==> config.mk <==
export PLATFORM = sky130hd
export DESIGN_NAME = activation_collector_flat
export DESIGN_NICKNAME = d
export VERILOG_FILES = /design/src/rtl/activation_collector_pkg.sv /design/src/rtl/activation_collector_if.sv /design/src/rtl/activation_collector_activation_function.sv /design/src/rtl/activation_collector.sv /design/src/flat_wrapper.sv
export SDC_FILE = /design/constraint.sdc
export NUM_CORES = 1
export LEC_CHECK = 0
export CORE_AREA = 2 2 72 74
export CTS_CLUSTER_DIAMETER = 80
export DETAILED_ROUTE_END_ITERATION = 8
export DIE_AREA = 0 0 74 76
export PLACE_DENSITY_LB_ADDON = 0.25
export REMOVE_ABC_BUFFERS = 1
export SLEW_MARGIN = 10
export SYNTH_ARGS = -nofsm -noshare
export SYNTH_HDL_FRONTEND = slang
export SYNTH_SLANG_ARGS = --single-unit
==> constraint.sdc <==
create_clock -name clk -period 1.9 [get_ports clk]
set_input_delay 0.285 -clock clk [delete_from_list [all_inputs] [get_ports clk]]
set_output_delay 0.285 -clock clk [all_outputs]
set_load 0.02 [all_outputs]
==> src/rtl/activation_collector_pkg.sv <==
// Shared definitions for the activation collector: FSM state encoding,
// integer log2, and the activation constants ACT_MAX / ONE / HALF.
package nn_pkg;

  typedef enum logic [1:0] {
    IDLE    = 2'd0,
    COLLECT = 2'd1,
    DONE    = 2'd2
  } state_t;

  // Floor log2. log2(n)+1 is the number of bits needed to hold n itself.
  function automatic int log2(input int v);
    int r;
    int t;
    r = 0;
    t = v;
    while (t > 1) begin
      t = t >> 1;
      r = r + 1;
    end
    return r;
  endfunction

  // Largest positive activation code.
  function automatic int act_max(input int act_w);
    return (1 << (act_w - 1)) - 1;
  endfunction

  // 1.0 in the shared fixed-point format.
  function automatic int act_one(input int frac);
    return 1 << frac;
  endfunction

  // 0.5 in the shared fixed-point format.
  function automatic int act_half(input int frac);
    return (1 << frac) / 2;
  endfunction

endpackage

==> src/rtl/activation_collector_if.sv <==
// Handshake bundle between the neuron array / layer controller (master)
// and the activation collector (slave): layer size, neuron sums and the
// packed activation vector.
interface activation_collector_if
  import nn_pkg::*;
#(
  parameter int NEURON_NUM          = 5,
  parameter int NEURON_OUTPUT_WIDTH = 10,
  parameter int ACTIVATION_WIDTH    = 9
);
  localparam int SIZE_W = log2(NEURON_NUM) + 1;

  logic [SIZE_W-1:0]                        layer_size;
  logic                                     layer_size_valid;
  logic                                     layer_size_ready;
  logic signed [NEURON_OUTPUT_WIDTH-1:0]    neuron_sum;
  logic                                     overflow;
  logic                                     neuron_sum_valid;
  logic                                     neuron_sum_ready;
  logic [NEURON_NUM*ACTIVATION_WIDTH-1:0]   activations;
  logic                                     activations_valid;
  logic                                     activations_ready;
  logic                                     layer_overflow;

  modport master (
    output layer_size, layer_size_valid,
    output neuron_sum, overflow, neuron_sum_valid,
    output activations_ready,
    input  layer_size_ready, neuron_sum_ready,
    input  activations, activations_valid, layer_overflow
  );

  modport slave (
    input  layer_size, layer_size_valid,
    input  neuron_sum, overflow, neuron_sum_valid,
    input  activations_ready,
    output layer_size_ready, neuron_sum_ready,
    output activations, activations_valid, layer_overflow
  );

endinterface

==> src/rtl/activation_collector_activation_function.sv <==
// Combinational neuron-sum to activation conversion with saturation.
// Macro ACTIVATION_HARD_SIGMOID_EN selects the hard sigmoid
// clamp((x >>> 2) + HALF, 0, ONE); otherwise a clipped ReLU clamp(x, 0, ACT_MAX).
// Work is done at NEURON_OUTPUT_WIDTH+1 bits so the offset add never wraps.
module activation_function
  import nn_pkg::*;
#(
  parameter int NEURON_OUTPUT_WIDTH = 10,
  parameter int ACTIVATION_WIDTH    = 9,
  parameter int ACT_FRACTION        = 4
) (
  input  logic signed [NEURON_OUTPUT_WIDTH-1:0] i_sum,
  output logic signed [ACTIVATION_WIDTH-1:0]    o_act
);
  localparam int EW = NEURON_OUTPUT_WIDTH + 1;
  localparam logic signed [EW-1:0] C_ZERO = '0;

  // The hard sigmoid upper bound ONE must be a positive activation code.
  if (ACT_FRACTION > ACTIVATION_WIDTH - 2) begin : g_bad_fraction
    $error("ACT_FRACTION must not exceed ACTIVATION_WIDTH-2");
  end

  function automatic logic signed [EW-1:0] sat(input logic signed [EW-1:0] v,
                                               input logic signed [EW-1:0] lo,
                                               input logic signed [EW-1:0] hi);
    if (v < lo) return lo;
    if (v > hi) return hi;
    return v;
  endfunction

  logic signed [EW-1:0] w_ext;
  logic signed [EW-1:0] w_sat;

  assign w_ext = EW'(i_sum);

`ifdef ACTIVATION_HARD_SIGMOID_EN
  localparam logic signed [EW-1:0] C_ONE  = EW'(act_one(ACT_FRACTION));
  localparam logic signed [EW-1:0] C_HALF = EW'(act_half(ACT_FRACTION));
  logic signed [EW-1:0] w_pre;

  assign w_pre = (w_ext >>> 2) + C_HALF;
  assign w_sat = sat(w_pre, C_ZERO, C_ONE);
`else
  localparam logic signed [EW-1:0] C_MAX = EW'(act_max(ACTIVATION_WIDTH));

  assign w_sat = sat(w_ext, C_ZERO, C_MAX);
`endif

  // Clamped value always fits, so the narrowing drops only sign-copy bits.
  assign o_act = ACTIVATION_WIDTH'(w_sat);

endmodule

==> src/rtl/activation_collector.sv <==
// Activation collector: accepts one neuron sum per cycle, applies the layer
// activation (ReLU by default, hard sigmoid with ACTIVATION_HARD_SIGMOID_EN)
// and packs the results into a layer-wide vector, one vector per pass.
module activation_collector
  import nn_pkg::*;
#(
  parameter int NEURON_NUM          = 5,
  parameter int NEURON_OUTPUT_WIDTH = 10,
  parameter int ACTIVATION_WIDTH    = 9,
  parameter int ACT_FRACTION        = 4
) (
  input logic               clk,
  input logic               rst,
  activation_collector_if.slave bus
);
  localparam int SIZE_W = log2(NEURON_NUM) + 1;
  localparam logic [SIZE_W-1:0] C_NN = SIZE_W'(NEURON_NUM);

  state_t r_state;
  state_t w_next;

  logic [SIZE_W-1:0]                  r_size;
  logic [SIZE_W-1:0]                  r_count;
  logic                               r_ovf;
  logic signed [ACTIVATION_WIDTH-1:0] r_slot [NEURON_NUM];

  logic [SIZE_W-1:0]                  w_size_clamped;
  logic signed [ACTIVATION_WIDTH-1:0] w_act;
  logic                               w_size_hs;
  logic                               w_sum_hs;
  logic                               w_out_hs;

  activation_function #(
    .NEURON_OUTPUT_WIDTH(NEURON_OUTPUT_WIDTH),
    .ACTIVATION_WIDTH   (ACTIVATION_WIDTH),
    .ACT_FRACTION       (ACT_FRACTION)
  ) u_act (
    .i_sum(bus.neuron_sum),
    .o_act(w_act)
  );

  assign w_size_clamped = (bus.layer_size > C_NN) ? C_NN : bus.layer_size;

  // Readies come from state only; handshakes qualify them with the valids.
  assign bus.layer_size_ready  = (r_state == IDLE);
  assign bus.neuron_sum_ready  = (r_state == COLLECT);
  assign bus.activations_valid = (r_state == DONE);
  assign bus.layer_overflow    = r_ovf & (r_state == DONE);

  assign w_size_hs = bus.layer_size_ready & bus.layer_size_valid;
  assign w_sum_hs  = bus.neuron_sum_ready & bus.neuron_sum_valid;
  assign w_out_hs  = bus.activations_valid & bus.activations_ready;

  // State register.
  always_ff @(posedge clk) begin
    if (rst) r_state <= IDLE;
    else     r_state <= w_next;
  end

  // Next-state: size 0 skips straight to DONE; the last sum closes the pass.
  always_comb begin
    w_next = r_state;
    case (r_state)
      IDLE:    if (w_size_hs) w_next = (w_size_clamped == '0) ? DONE : COLLECT;
      COLLECT: if (w_sum_hs && (r_count == r_size - SIZE_W'(1))) w_next = DONE;
      DONE:    if (w_out_hs) w_next = IDLE;
      default: w_next = IDLE;
    endcase
  end

  // Size latch, slot counter, sticky overflow and slot array; an overflowed
  // sum is forced to activation 0 whatever its value.
  always_ff @(posedge clk) begin
    if (rst) begin
      r_size  <= '0;
      r_count <= '0;
      r_ovf   <= 1'b0;
      for (int i = 0; i < NEURON_NUM; i++) r_slot[i] <= '0;
    end else begin
      if (w_size_hs) begin
        r_size  <= w_size_clamped;
        r_count <= '0;
      end
      if (w_sum_hs) begin
        for (int i = 0; i < NEURON_NUM; i++) begin
          if (r_count == SIZE_W'(i)) r_slot[i] <= bus.overflow ? '0 : w_act;
        end
        r_ovf   <= r_ovf | bus.overflow;
        r_count <= r_count + SIZE_W'(1);
      end
      if (w_out_hs) begin
        r_count <= '0;
        r_ovf   <= 1'b0;
        for (int i = 0; i < NEURON_NUM; i++) r_slot[i] <= '0;
      end
    end
  end

  // Pack the slots into the inputs-bus layout of the next layer.
  always_comb begin
    bus.activations = '0;
    for (int i = 0; i < NEURON_NUM; i++)
      bus.activations[i*ACTIVATION_WIDTH +: ACTIVATION_WIDTH] = r_slot[i];
  end

endmodule

==> src/flat_wrapper.sv <==
// flat-port wrapper written by rule: the top's interface ports become plain ports
module activation_collector_flat import nn_pkg::*;
#(
  parameter int NEURON_NUM          = 5,
  parameter int NEURON_OUTPUT_WIDTH = 10,
  parameter int ACTIVATION_WIDTH    = 9,
  parameter int ACT_FRACTION        = 4
)
  (clk, rst, bus_layer_size, bus_layer_size_valid, bus_neuron_sum, bus_overflow, bus_neuron_sum_valid, bus_activations_ready, bus_layer_size_ready, bus_neuron_sum_ready, bus_activations, bus_activations_valid, bus_layer_overflow);
  activation_collector_if #(.NEURON_NUM(NEURON_NUM), .NEURON_OUTPUT_WIDTH(NEURON_OUTPUT_WIDTH), .ACTIVATION_WIDTH(ACTIVATION_WIDTH)) bus_i ();
  input logic clk;
  input logic rst;
  input wire logic [$bits(bus_i.layer_size)-1:0] bus_layer_size;
  input wire logic [$bits(bus_i.layer_size_valid)-1:0] bus_layer_size_valid;
  input wire logic [$bits(bus_i.neuron_sum)-1:0] bus_neuron_sum;
  input wire logic [$bits(bus_i.overflow)-1:0] bus_overflow;
  input wire logic [$bits(bus_i.neuron_sum_valid)-1:0] bus_neuron_sum_valid;
  input wire logic [$bits(bus_i.activations_ready)-1:0] bus_activations_ready;
  output wire logic [$bits(bus_i.layer_size_ready)-1:0] bus_layer_size_ready;
  output wire logic [$bits(bus_i.neuron_sum_ready)-1:0] bus_neuron_sum_ready;
  output wire logic [$bits(bus_i.activations)-1:0] bus_activations;
  output wire logic [$bits(bus_i.activations_valid)-1:0] bus_activations_valid;
  output wire logic [$bits(bus_i.layer_overflow)-1:0] bus_layer_overflow;
  assign bus_i.layer_size = bus_layer_size;
  assign bus_i.layer_size_valid = bus_layer_size_valid;
  assign bus_i.neuron_sum = bus_neuron_sum;
  assign bus_i.overflow = bus_overflow;
  assign bus_i.neuron_sum_valid = bus_neuron_sum_valid;
  assign bus_i.activations_ready = bus_activations_ready;
  assign bus_layer_size_ready = bus_i.layer_size_ready;
  assign bus_neuron_sum_ready = bus_i.neuron_sum_ready;
  assign bus_activations = bus_i.activations;
  assign bus_activations_valid = bus_i.activations_valid;
  assign bus_layer_overflow = bus_i.layer_overflow;
  activation_collector #(.NEURON_NUM(NEURON_NUM), .NEURON_OUTPUT_WIDTH(NEURON_OUTPUT_WIDTH), .ACTIVATION_WIDTH(ACTIVATION_WIDTH), .ACT_FRACTION(ACT_FRACTION)) u_core (.clk(clk), .rst(rst), .bus(bus_i));
endmodule
# == Word-level counts from Yosys, hierarchy flattened ==
# Memories as Yosys holds them, arrays and structs flattened.
# Cells that the tools add are included.
# W data, S select, Z words.
# classes
n_reduce_logical,7
n_div,0
mul,0
n_lt_le_gt_ge,3
add_sub_neg,2
bitwise,15
n_eq_ne,10
muxes,51
shifts,0
# ops
cell,count
$mux W9,15
$mux W1,28
$or A1 B1 Y1,11
$gt A10 B9 Y1 const B,1
$lt A10 B1 Y1 const B,1
$mux W3,3
$mux W2,4
$eq A3 B2 Y1 const B,2
$logic_not A3 Y1,2
$ne A2 B2 Y1 const B,3
$pmux W2 S3,1
$and A1 B1 Y1,4
$add A3 B1 Y3 const B,1
$eq A3 B1 Y1 const B,1
$eq A3 B3 Y1,1
$eq A3 B3 Y1 const B,1
$gt A3 B3 Y1 const B,1
$reduce_and A3 Y1,1
$sub A3 B1 Y3 const B,1
$eq A2 B1 Y1 const B,1
$eq A2 B2 Y1 const B,1
$logic_not A2 Y1,1
$reduce_bool A2 Y1,1
$reduce_or A2 Y1,1
$logic_and A1 B1 Y1,1
# word_totals
memories,1
output_inout_bits,49
latchBits,0
mem_bits_ro,0
word_cells,93
in_bits,19
mem_bits_rw,45
ff_bits,9
# memory_table
memory,depth,word_bits,rd,rd_ports_with_merged_regs,wr,line,source
u_core.r_slot,5,9,5,0,5,activation_collector.sv:25,logic signed [ACTIVATION_WIDTH-1:0] r_slot [NEURON_NUM];

# == Logic depth before layout (Yosys ltp) ==
# depth
depth_word,8
mapped_depth,6
ltp_nobuf,5

# == Hierarchy ==
# Synthesis repeated with hierarchy kept, for this count alone.
# hier_totals
cells_unflattened,138
area_unflattened_um2,2147.1
# by_module_without_submodules
mod,n_inst,cells_per_inst,seq_area_each_um2,area_per_inst_um2
activation_collector,1,127,1531.5,2044.5
activation_function,1,11,0.0,102.6

# == Worst setup path after synthesis ==
# Ideal clock, no wire load.
# synth_path
path_type,register to register
from,register u_core.r_count[0]
to,memory u_core.r_slot[0][0] (data pin)
setup_ns,0.218
required_ns,1.682
t_arrival_ns,1.480
period_less_slack_ns,1.698
n_path_buf,0
path_slack_ns,0.202
path_stages_with_launch,6
cell_sequence,dfxtp_1 ha_1 ha_1 nor2_1 a2111o_1 nor3_1
# synth_rtl
item,line,source
start: declaration,activation_collector.sv:23,logic [SIZE_W-1:0] r_count;
start signal: assignment,activation_collector.sv:89,r_count <= r_count + SIZE_W'(1);
end: declaration,activation_collector.sv:25,

==> results.yml <==
outcome:
  run_status: "complete, no violations"
place:
  place.gp.congestion: 0.7174
  pre_cts_ws_ns: -0.02319
  dp_cells: 292
  port_buffers: 67
  hpwl_um: 3458
  place_area_mm2: 0.002994
worst_hold_path:
  hold_class: "reg -> reg"
cells_and_area:
  fin_nets: 256
  antenna_cells: 0
  final_area_mm2: 0.003143
  final_core_utilization_pct: 63.98
  drive_gt1_share_pct: 18.61
  syn_to_final_growth_pct: 48.81
  final_cell_count_no_fill: 301
synth:
  yosysMostFrequentCell: "edfxtp_1"
  synth_area_leaders: "edfxtp_1 64%, dfxtp_1 8.5%, ha_1 3.6%"
  yosysSeqAreaShare_pct: 72.51
  syn_inst: 140
  syn_avg_cell_area_um2: 15.09
  yosys.cell_types.count: 36
  syn_area_mm2: 0.002112
  ys_ff_latch: 54
  ys_warn_count: 0
  netlist_top_cells_count: "45 x edfxtp_1, 12 x nor2_1, 9 x dfxtp_1, 9 x nor3_1, 7 x inv_1"
  yosysTopAreaCellShare_pct: 63.98
  synth_top_cell_by_area: "edfxtp_1"
  synth_edf_count: 45
  ys.flop_type: "edfxtp_1"
  async_reset_ff_share_pct: 0
floorplan:
  die_area_mm2: 0.005624
  core_area_mm2: 0.004912
  die_x_um: 74
  io_pins: 68
  start_util_pct: 43.00
  rows: 26
  chipHeight_um: 76
cts:
  cts_buffers: 5
  cts.clk_slew.worst_paths_ns: 0.09
  clock_path_buffers: 2
  clockRootBuffer: "clkbuf_8"
  h-tree-depth: 2
  postCtsHoldBufs: 0
  numClockSinks: 54
  cts_tree: "yes"
  clk_latency_ns: 0.31
detailed_routing:
  avgRoutedWirePerCell_um: 15.55
  detail-route-antenna-nets: 0
  post-route-drc-count: 0
  num_vias: 1443
  drt-initial-drc-count: 96
  drt_wl_total_um: 4680
  vias_per_cell: 4.794
  firstDrtPassIters: 4
power:
  worst_ir_drop_vdd_uv: 335.4
  powerDensity_mw_per_mm2: 743.1
  p_leak_nw: 1.183
  power.total_mw: 2.336
critical_path:
  cp_max_fo: 8
  worst_path_dominant_cell_family: "compound AO/OA/AOI/OAI gates"
  slowest_delay_ns: 0.57
  cp-start-kind: "flop"
  cp.arrival_ns: 2.06
  crit_buf_inv: 1
  cpMaxStageDelayCell: "a2111o_1"
  path_cells: "ha_2 > ha_4 > nor2_1 > a2111o_1 > nor3_2 > buf_4"
  crit_required_ns: 2.09
  worstSetupPathType: "reg -> reg"
  end_kind: "flop"
sta:
  worst_slack_ns: 0.02250
  holdWs_ns: 0.4632
  relSlewSlack_pct: 67.05
  fmax_ghz: 0.5326
  drv_slew: 0
  hold_viol_final: 0
  final_min_period_over_clock_period_pct: 98.82
  finalSetupViolations: 0
  finalSetupTns_ns: 0
  post-route-min-period_ns: 1.878
  finalClockSkew_ns: 0.005876
  worst_pin_slew_ns: 0.4898
global_routing:
  antenna_found_initial: 0
  gr-total-overflow: 0
  grt_pass1_wl_um: 7169
  grt_max_degree: 17
  track_usage_pct: 17.36
  grt_pass1_vias: 1432
job:
  maxCapViolations: 0
-- report_power, final --
group          internal (mW)  leakage [nW]  switching (mW)  total (mW)
combinational          0.182         0.607           0.181       0.363
sequential              1.34         0.540          0.0272        1.36
clock                  0.252        0.0362           0.358       0.609
-- per-layer routing --
| layer | global-route usage, % | share of wire, % | vias up |
|---|---|---|---|
| li1 | - | - | 685 |
| met1 | 20.86 | 40 | 691 |
| met5 | 0 | 0 | - |
| met2 | 28.66 | 52 | 62 |
| met3 | 4.762 | 6.6 | 5 |
| met4 | 7.636 | 1.4 | 0 |
-- kinds of logic after synthesis --
kind of cell | after synthesis | share of synthesized area [%]
AO/OA/AOI/OAI | 19 | 6.576
XOR/XNOR | 3 | 1.955
adder cells (fa/ha/maj) | 6 | 3.554
buffers and inverters | 14 | 3.673
flip-flops | 54 | 72.51
multiplexers | 1 | 0.5331
other | 1 | 0.1776
AND/OR/NAND/NOR | 42 | 11.02
-- sequential cells by signal (all words and copies together), names as in the netlist --
| register | flops |
|---|---|
| u_core.r_state | 2 |
| u_core.r_count | 3 |
| u_core.r_ovf | 1 |
| u_core.r_slot | 45 |
| u_core.r_size | 3 |
-- cells in the final DEF, fill, tap and decap left out, types with 2 or more instances in the layout --
cell type        Yosys  final
a21o_1               5      5
a21oi_1              6      6
buf_12               0      2
buf_4                0     18
clkbuf_8             0      5
clkdlybuf4s50_1      0     66
clkinvlp_4           0      2
conb_1               1      5
dfxtp_1              9      6
dfxtp_4              0      3
edfxtp_1            45     45
ha_1                 6      4
inv_1                7      7
nand2_1              6      6
nand3_1              3      3
nor2_1              12     12
nor3_1               9      4
nor3_2               0      5
nor4_1               3      3
xnor2_1              2      2
-- repair_timing --
action | 4_1_cts | 5_1_grt
setup endpoints to repair | 2 | 41
buffers inserted | 0 | 2
gates resized for setup | 2 | 13
pin swaps | 0 | 3
-- area by class of cell --
type	count	area [um^2]
Clock buffer	5	68.82
Timing Repair Buffer	87	844.6
Sequential cell	54	1543
Inverter	7	26.28
Multi-Input combinational cell	76	558.0
Clock inverter	2	15.01
Tap cell	70	87.58
Fill cell	358	1769
-- worst min-delay path, stage by stage, from the launching register on --
cell	delay (ns)
dfxtp_1	0.32
nand2_1	0.05
a21oi_1	0.05
-- path summary, 6_finish.rpt --
check                    startpoint              endpoint  slack [ns]  depth (start not counted)
setup / recovery  u_core.r_count[0]  u_core.r_slot[0][32]        0.02                          6
hold / removal     u_core.r_size[1]      u_core.r_size[1]        0.46                          2
setup reg to reg  u_core.r_count[0]  u_core.r_slot[0][32]        0.02                          6
hold reg to reg    u_core.r_size[1]      u_core.r_size[1]        0.46                          2
No activity file was read; power rests on OpenSTA's default activity.
